`config.mk`:
```
export PLATFORM = sky130hd
export DESIGN_NAME = sha_msg_pad
export DESIGN_NICKNAME = d
export VERILOG_FILES = /design/src/rtl/sha_msg_pad.sv
export SDC_FILE = /design/constraint.sdc
export NUM_CORES = 1
export LEC_CHECK = 0
export ABC_AREA = 1
export BUFFER_PORTS_ARGS = -buffer_cell sky130_fd_sc_hd__buf_4
export CAP_MARGIN = 25
export CORE_MARGIN = 2
export CORE_UTILIZATION = 45
export CTS_CLUSTER_DIAMETER = 150
export DETAILED_ROUTE_END_ITERATION = 8
export HOLD_SLACK_MARGIN = 0.05
export PLACE_DENSITY = 0.76
export SYNTH_ARGS = -nofsm -noshare
export SYNTH_HDL_FRONTEND = slang
export SYNTH_SLANG_ARGS = --single-unit
```
`constraint.sdc`:
```
create_clock -name clk -period 45.2 [get_ports clk]
set_input_delay 0 -clock clk [delete_from_list [all_inputs] [get_ports clk]]
set_output_delay 0 -clock clk [all_outputs]
set_load 0.01 [all_outputs]
```
`src/rtl/sha_msg_pad.sv`:
```
// SHA-256 message padder: packs 32-bit big-endian words into padded 512-bit blocks (word 0 in the top bits of blk_lo).
// Latency: blk_vld rises the cycle after the accept that completes a block; a trailing length block follows one build cycle after blk_rdy.
// Backpressure: in_rdy is low while a block is presented; the block is held stable until blk_rdy.
module sha_msg_pad #(
    parameter int LEN_W = 64
) (
    input  logic         clk,
    input  logic         rst,
    input  logic         in_vld,
    output logic         in_rdy,
    input  logic [31:0]  in_data,
    input  logic [2:0]   in_nbytes,
    input  logic         in_last,
    output logic         blk_vld,
    input  logic         blk_rdy,
    output logic [255:0] blk_lo,
    output logic [255:0] blk_hi,
    output logic         blk_first,
    output logic         blk_final
);

    typedef enum logic [1:0] {FILL, EMIT, EXTRA} state_t;

    state_t           state_q, state_d;
    logic [31:0]      blk_q [16];
    logic [3:0]       widx_q;
    logic [LEN_W-1:0] bitlen_q;
    logic             first_q;
    logic             final_q;
    logic             extra_pend_q;
    logic             x80_pend_q;
    logic             built_q;
    logic             run_q;

    logic             accept;
    logic             blk_take;
    logic [2:0]       nb_eff;
    logic [31:0]      byte_mask;
    logic [31:0]      marker;
    logic [31:0]      word_wr;
    logic [LEN_W-1:0] bitlen_nx;
    logic [63:0]      len_nx;
    logic [63:0]      len_cur;
    logic [4:0]       p_idx;

    assign in_rdy    = run_q & (state_q == FILL);
    assign accept    = in_vld & in_rdy;
    assign blk_vld   = (state_q == EMIT) | ((state_q == EXTRA) & built_q);
    assign blk_take  = blk_vld & blk_rdy;
    assign blk_first = (state_q == EMIT) & first_q;
    assign blk_final = ((state_q == EMIT) & final_q) | ((state_q == EXTRA) & built_q);

    // Mask unused bytes, insert the 0x80 marker, and compute the running bit length.
    always_comb begin
        nb_eff    = (in_nbytes > 3'd4) ? 3'd4 : in_nbytes;
        byte_mask = 32'hFFFF_FFFF;
        marker    = 32'h0;
        case (nb_eff)
            3'd0: begin byte_mask = 32'h0000_0000; marker = 32'h8000_0000; end
            3'd1: begin byte_mask = 32'hFF00_0000; marker = 32'h0080_0000; end
            3'd2: begin byte_mask = 32'hFFFF_0000; marker = 32'h0000_8000; end
            3'd3: begin byte_mask = 32'hFFFF_FF00; marker = 32'h0000_0080; end
            default: begin byte_mask = 32'hFFFF_FFFF; marker = 32'h0; end
        endcase
        if (!in_last) begin
            marker = 32'h0;
        end
        word_wr   = (in_data & byte_mask) | marker;
        bitlen_nx = bitlen_q + LEN_W'({nb_eff, 3'b000});
        len_nx    = 64'(bitlen_nx);
        len_cur   = 64'(bitlen_q);
        // Index of the word that carries the 0x80 marker; 16 means it spills into the extra block.
        p_idx     = (nb_eff == 3'd4) ? ({1'b0, widx_q} + 5'd1) : {1'b0, widx_q};
    end

    // Output ramp: in_rdy stays low until the first clock after reset.
    always_ff @(posedge clk or posedge rst) begin
        if (rst) begin
            run_q <= 1'b0;
        end else begin
            run_q <= 1'b1;
        end
    end

    // State register.
    always_ff @(posedge clk or posedge rst) begin
        if (rst) begin
            state_q <= FILL;
        end else begin
            state_q <= state_d;
        end
    end

    // Next state: a block completes on a last word or on word 15; the extra block follows when pending.
    always_comb begin
        state_d = state_q;
        case (state_q)
            FILL:    if (accept && (in_last || (widx_q == 4'd15))) state_d = EMIT;
            EMIT:    if (blk_rdy) state_d = extra_pend_q ? EXTRA : FILL;
            EXTRA:   if (blk_take) state_d = FILL;
            default: state_d = FILL;
        endcase
    end

    // Block buffer, word index, bit length and message flags.
    always_ff @(posedge clk or posedge rst) begin
        if (rst) begin
            for (int i = 0; i < 16; i++) blk_q[i] <= '0;
            widx_q       <= '0;
            bitlen_q     <= '0;
            first_q      <= 1'b1;
            final_q      <= 1'b0;
            extra_pend_q <= 1'b0;
            x80_pend_q   <= 1'b0;
            built_q      <= 1'b0;
        end else begin
            case (state_q)
                FILL: begin
                    if (accept) begin
                        blk_q[widx_q] <= word_wr;
                        bitlen_q      <= bitlen_nx;
                        if (in_last) begin
                            // A full last word pushes the marker into the following word.
                            if ((nb_eff == 3'd4) && (p_idx <= 5'd15)) begin
                                blk_q[p_idx[3:0]] <= 32'h8000_0000;
                            end
                            if (p_idx <= 5'd13) begin
                                blk_q[14] <= len_nx[63:32];
                                blk_q[15] <= len_nx[31:0];
                                final_q   <= 1'b1;
                            end else begin
                                final_q      <= 1'b0;
                                extra_pend_q <= 1'b1;
                                x80_pend_q   <= (p_idx == 5'd16);
                            end
                        end else begin
                            final_q <= 1'b0;
                            if (widx_q != 4'd15) begin
                                widx_q <= widx_q + 4'd1;
                            end
                        end
                    end
                end
                EMIT: begin
                    if (blk_rdy) begin
                        for (int i = 0; i < 16; i++) blk_q[i] <= '0;
                        first_q <= 1'b0;
                        if (!extra_pend_q) begin
                            widx_q <= '0;
                            if (final_q) begin
                                bitlen_q <= '0;
                                first_q  <= 1'b1;
                            end
                        end
                    end
                end
                EXTRA: begin
                    if (!built_q) begin
                        // One build cycle: marker (if it spilled over) plus the length words.
                        blk_q[0]  <= x80_pend_q ? 32'h8000_0000 : 32'h0;
                        blk_q[14] <= len_cur[63:32];
                        blk_q[15] <= len_cur[31:0];
                        built_q   <= 1'b1;
                    end else if (blk_take) begin
                        for (int i = 0; i < 16; i++) blk_q[i] <= '0;
                        widx_q       <= '0;
                        bitlen_q     <= '0;
                        first_q      <= 1'b1;
                        final_q      <= 1'b0;
                        extra_pend_q <= 1'b0;
                        x80_pend_q   <= 1'b0;
                        built_q      <= 1'b0;
                    end
                end
                default: ;
            endcase
        end
    end

    // Present words 0..7 and 8..15 with the lowest-numbered word in the top bits.
    always_comb begin
        blk_lo = '0;
        blk_hi = '0;
        for (int i = 0; i < 8; i++) begin
            blk_lo[32*(7-i) +: 32] = blk_q[i];
            blk_hi[32*(7-i) +: 32] = blk_q[i+8];
        end
    end

endmodule

```
---- After elaboration in Yosys (flattened, before gate mapping) ----
Index checks and enable logic that the tools add are counted.
Widths: inputs -> output; s select.
cells by class
  bitwise operators ....................... 15
  $add $sub $neg .......................... 3
  $lt $le $gt $ge ......................... 7
  reduce and logical (&&, ||, !) cells .... 18
  eq/ne operators ......................... 21
  mux-type cells .......................... 63
operators by type and width
  cell                number
  $mux 512            5
  $pmux 512 s3        1
  $bwmux 512          1
  $mux 64             8
  $and 496x496->496   1
  $not 496->496       1
  $mux 416            1
  $demux 32 s4        2
  $pmux 32 s4         2
  $pmux 64 s3         1
  $mux 32             5
  $add 64x6->64       1
  $and 32x32->32      1
  $or 32x32->32       1
  $mux 4              7
  $mux 1              18
  $ne 2x2->1 const B  9
  $or 16x16->16       1
  $pmux 4 s3          1
  $reduce_and 4->1    3
  $ge 5x5->1 const B  2
  $le 5x4->1 const B  2
  $lt 5x1->1 const B  2
  $not 4->5           2
  31 further kinds    49
storage, ports and cells
  bits in registers ....................... 588
  input bits .............................. 40
  output and inout bits ................... 516
  logic and storage cells ................. 152

---- Longest topological paths before layout ----
  depth after elaboration ................. 16
  mapped depth ............................ 17
  depth with buffers taken out ............ 17

---- Worst setup path after synthesis ----
OpenSTA, ideal clock, no wires.
  path kind ............................... register to register
  from .................................... register widx_q[0]
  to ...................................... register blk_q (netlist bit blk_lo[245])
  data required time ...................... 45078 ps
  arrival time ............................ 2202 ps
  setup time .............................. 122 ps
  path slack .............................. 42877 ps
  path buffers ............................ 3
  stages on the path, launching flop included .. 16
  cell sequence ........................... dfrtp_1 -> buf_2 -> inv_1 -> ha_1 -> nand2_1 -> o21ai_1 -> inv_2 -> nand2_1 -> nor2_2 -> inv_2 -> nor2_1 -> nor2_1 -> buf_4 -> buf_4 -> nand4_1 -> o21ai_1
between the ends
  longest elaborated chain between the ends .. 13
ends and longest elaborated chain
  element                                                                RTL line  RTL
  start: declaration                                                     26        logic [3:0] widx_q;
  start signal: assignment                                               139       widx_q <= widx_q + 4'd1;
  $add 4x1->5                                                            73        p_idx = (nb_eff == 3'd4) ? ({1'b0, widx_q} + 5'd1) : {1'b0, widx_q};
  $mux 5                                                                 73
  $not 4->5 (not written as such)                                        125       blk_q[p_idx[3:0]] <= 32'h8000_0000;
  $ge 5x5->1 (not written as such) / $lt 5x1->1 (equally long branches)  125
  $logic_and 1x1->1 (not written as such)                                125
  $mux 32 (not written as such)                                          125
  $demux 32 s4                                                           125
  $not 496->496 (no source line)                                         --
  $and 496x496->496 (no source line)                                     --
  $mux 512                                                               124       if ((nb_eff == 3'd4) && (p_idx <= 5'd15)) begin
  $mux 512 *                                                             122       if (in_last) begin
  $mux 512 *                                                             119       if (accept) begin
  $pmux 512 s3 *                                                         117       case (state_q)
  end signal: indexed assignment                                         120       blk_q[widx_q] <= word_wr;
  end: declaration                                                       25        logic [31:0] blk_q [16];
Mark *: on every way between the ends. The rest lies on a longest branch, timed or not. The select of a mux whose other input is x is not followed.
A chain may end at the register's enable or synchronous reset.

---- Worst setup path in the final report ----
  from .................................... register state_q[0]
  to ...................................... register bitlen_q[24]
between the ends
  longest elaborated chain between the ends .. 6
ends and longest elaborated chain
  element                            RTL line  RTL
  start: declaration                 24        state_t state_q, state_d;
  start signal: assignment           90        state_q <= state_d;
  $eq 2x2->1                         48, 117
  $and 1x1->1                        48        assign blk_vld = (state_q == EMIT) | ((state_q == EXTRA) & built_q);
  $or 1x1->1                         48
  $and 1x1->1                        49        assign blk_take = blk_vld & blk_rdy;
  $ne 2x2->1 (no source line)        --
  $reduce_and 7->1 (no source line)  --
  end signal: assignment             121       bitlen_q <= bitlen_nx;
  end: declaration                   27        logic [LEN_W-1:0] bitlen_q;
Several ways; a longest one is shown, not always the timed one.

==> flow_summary.json <==
{
  "root_buffer": "clkbuf_16",
  "period_share_pct": 8.58,
  "synth_edf_count": 0,
  "worstPathMaxFanout": 34,
  "grt_overflow": 0,
  "clk_pin_slew_ps": 60,
  "ctsLongestPathBuffers": 3,
  "syn_area_um2": 27100,
  "wl_mm": 110,
  "fmax_mhz": 258,
  "netlist_instances": 3191,
  "synth_top_cell_by_area": "dfrtp_1",
  "dp_hpwl_mm": 76.7,
  "reg2reg_to": "bitlen_q[24]",
  "dieArea_um2": 62100,
  "cts_tree": "built",
  "reg2reg_depth": 14,
  "hp-class": "input port to register",
  "dp_cells": 4371,
  "viasPerCell": 5.70,
  "drt-initial-drc-count": 2784,
  "worstMarginPinSlew_ps": 1130,
  "grt_pass1_vias": 24300,
  "first_pass_iters": 6,
  "ys_seq_elements": 585,
  "htreeDepth": 2,
  "async_reset_ff_share_pct": 100,
  "clk_latency_ps": 660,
  "final_area_um2": 34300,
  "drive_gt1_share_pct": 20.5,
  "yosys.area.top_type_share_pct": 54.0,
  "antenna_left": 0,
  "core_um2": 59200,
  "fin_nets": 3759,
  "fin_crit_ps": 3880,
  "cts.sinks": 585,
  "io_pins": 556,
  "final_max_slew_viol_count": 0,
  "place_area_um2": 31600,
  "routabilityCongestion": 0.978,
  "maxSlewHeadroom_pct": 24.6,
  "port_buffers": 555,
  "whs_endpoint": "blk_hi[17]",
  "track_usage_pct": 34.6,
  "min_from": "in_data[17]",
  "status": "complete, no violations",
  "die_w_um": 249,
  "power_density_nw_per_um2": 62.0,
  "synth_most_common_cell": "dfrtp_1",
  "p_leak_nw": 16.4,
  "setup_viol": 0,
  "grt_max_degree": 132,
  "rrSetupSlack_ps": 41320,
  "cts_setup_buffers": 0,
  "rsz0062_at_grt": "false",
  "areaGrowthSynthToFinish_pct": 26.8,
  "max-vdd-ir-drop_mv": 0.0735,
  "antenna_found_initial": 11,
  "synth_nets": 3242,
  "synth.distinct_cells": 47,
  "row_count": 89,
  "hold_depth": 5,
  "initial_core_util_pct": 45.7,
  "wl_per_cell_um": 24.4,
  "synth_common_cells": "dfrtp_1, nand2_1, inv_1, o22ai_1, nor2_1",
  "worstPathRequired_ps": 45760,
  "start_kind": "register",
  "syn_avg_cell_area_um2": 8.48,
  "tns_ps": 0,
  "die_height_um": 249,
  "crit_type": "register to register",
  "ys_top_cells_by_area": "dfrtp_1, o22ai_1, nand2_1",
  "cts_made_buffers": 59,
  "seq_area_frac_synth_pct": 54.1,
  "drc": 0,
  "grt_pass1_wl_mm": 162,
  "ys_warn_count": 0,
  "vias": 25800,
  "crit_path_end_kind": "register",
  "max_cap_viol_count": 0,
  "cp_data_arrival_time_ps": 4430,
  "instances_no_fill": 4532,
  "ctsResizeCount": 0,
  "hold_violations": 0,
  "r2r_start": "state_q[0]",
  "synth_flop_cell": "dfrtp_1",
  "clock_skew_ps": 35.0
}
-- cell type report --
class | count | area [um2]
Antenna cell | 5 | 12.5
Clock buffer | 84 | 1690
Clock inverter | 23 | 408
Fill cell | 5270 | 24900
Inverter | 563 | 2120
Multi-Input combinational cell | 1849 | 9370
Sequential cell | 585 | 14600
Tap cell | 773 | 967
Timing Repair Buffer | 650 | 5120
-- how the worst max path moves through the flow --
stage               cells after the start      endpoint  slack [ps]        from
finish                                 14  bitlen_q[24]       41320  state_q[0]
global route                           14  bitlen_q[16]       40990  state_q[0]
CTS                                    14  bitlen_q[24]       41370  state_q[0]
detailed placement                     14  bitlen_q[24]       41380  state_q[0]
global placement                       14  bitlen_q[16]       41500  state_q[0]
floorplan                               1  bitlen_q[10]       28830         rst
-- state kept, by name, indices dropped and copies added, names as in the netlist --
| signal | count |
|---|---|
| bitlen_q | 61 |
| blk_hi | 256 |
| blk_lo | 256 |
| built_q | 1 |
| extra_pend_q | 1 |
| final_q | 1 |
| first_q | 1 |
| run_q | 1 |
| state_q | 2 |
| widx_q | 4 |
| x80_pend_q | 1 |
-- through the flow --
step | setup slack, ps | power [W] | hold WS [ps] | utilization [%]
after floorplan | 28830 | 0.00122 | 86.9 | -
after global placement | 41500 | 0.00156 | 235 | 53.3
after detailed placement | 41380 | 0.00157 | 236 | 53.4
after CTS | 41370 | 0.00211 | 51.4 | 57.7
after global routing | 40990 | 0.00223 | 131 | 57.9
final | 41320 | 0.00213 | 58.5 | 57.9
-- worst max-delay path, cell delays in order, from the launching register on --
cell and delay (ps):
dfrtp_1 410, inv_1 100, ha_1 280, nand2_1 100, nand2_1 100, nand2_1 90
nand2_1 80, nand2_1 90, nor2_4 130, nand2_4 260, nor2_8 420, inv_2 240
nor2_4 740, inv_2 430, o21ai_0 300
-- repair_timing --
item / in CTS / in global routing
hold buffers: 42 / 1
hold endpoints to repair: 264 / 2
setup endpoints to repair: 0 / 0
-- layer usage --
| metal | share of wire [%] | vias up | global-route usage (%) |
|---|---|---|---|
| li1 | - | 11500 | - |
| met4 | 5.3 | 2 | 16.9 |
| met5 | 0.012 | - | 0 |
| met2 | 44 | 1629 | 52.4 |
| met1 | 39 | 12400 | 45.6 |
| met3 | 12 | 310 | 9.96 |
-- cell usage in the layout, fill, tap and decap left out, types with 5 or more instances in the layout --
cell type,Yosys,routed
a21oi_1,127,127
clkbuf_8,0,12
dlygate4sd3_1,0,43
clkinv_2,0,9
a22oi_1,12,12
nor2_2,7,9
diode_2,0,5
nand2_1,582,580
o22ai_1,393,393
dfrtp_1,584,584
nand2_2,9,11
o21ai_0,176,176
o21bai_1,9,9
o21ai_1,52,50
ha_1,10,10
buf_16,0,5
bufinv_16,0,9
inv_1,548,546
inv_2,15,15
nand3_4,5,5
nand3_1,128,127
clkbuf_16,0,59
clkbuf_1,81,13
nand4_1,37,37
nor3_1,5,5
buf_4,24,599
xor2_1,23,23
nor2_1,231,228
o21ai_2,9,7
-- cells by family after synthesis --
kind of cell	share of synthesized area, %
AOI/OAI and AO/OA	16.9
xor gates and xnor gates	0.878
adders and majority gates	0.536
buffers and inverters	11.6
DFF	54.1
muxes	0.0740
other	0.0139
and+or+nand+nor	15.9
-- power breakdown --
group	internal, W	switching [W]	leakage (nW)
registers	0.000622	0.0000784	8.00
logic	0.000299	0.000600	7.33
clock network	0.000312	0.000218	1.03
No activity file was read; power rests on OpenSTA's default activity.
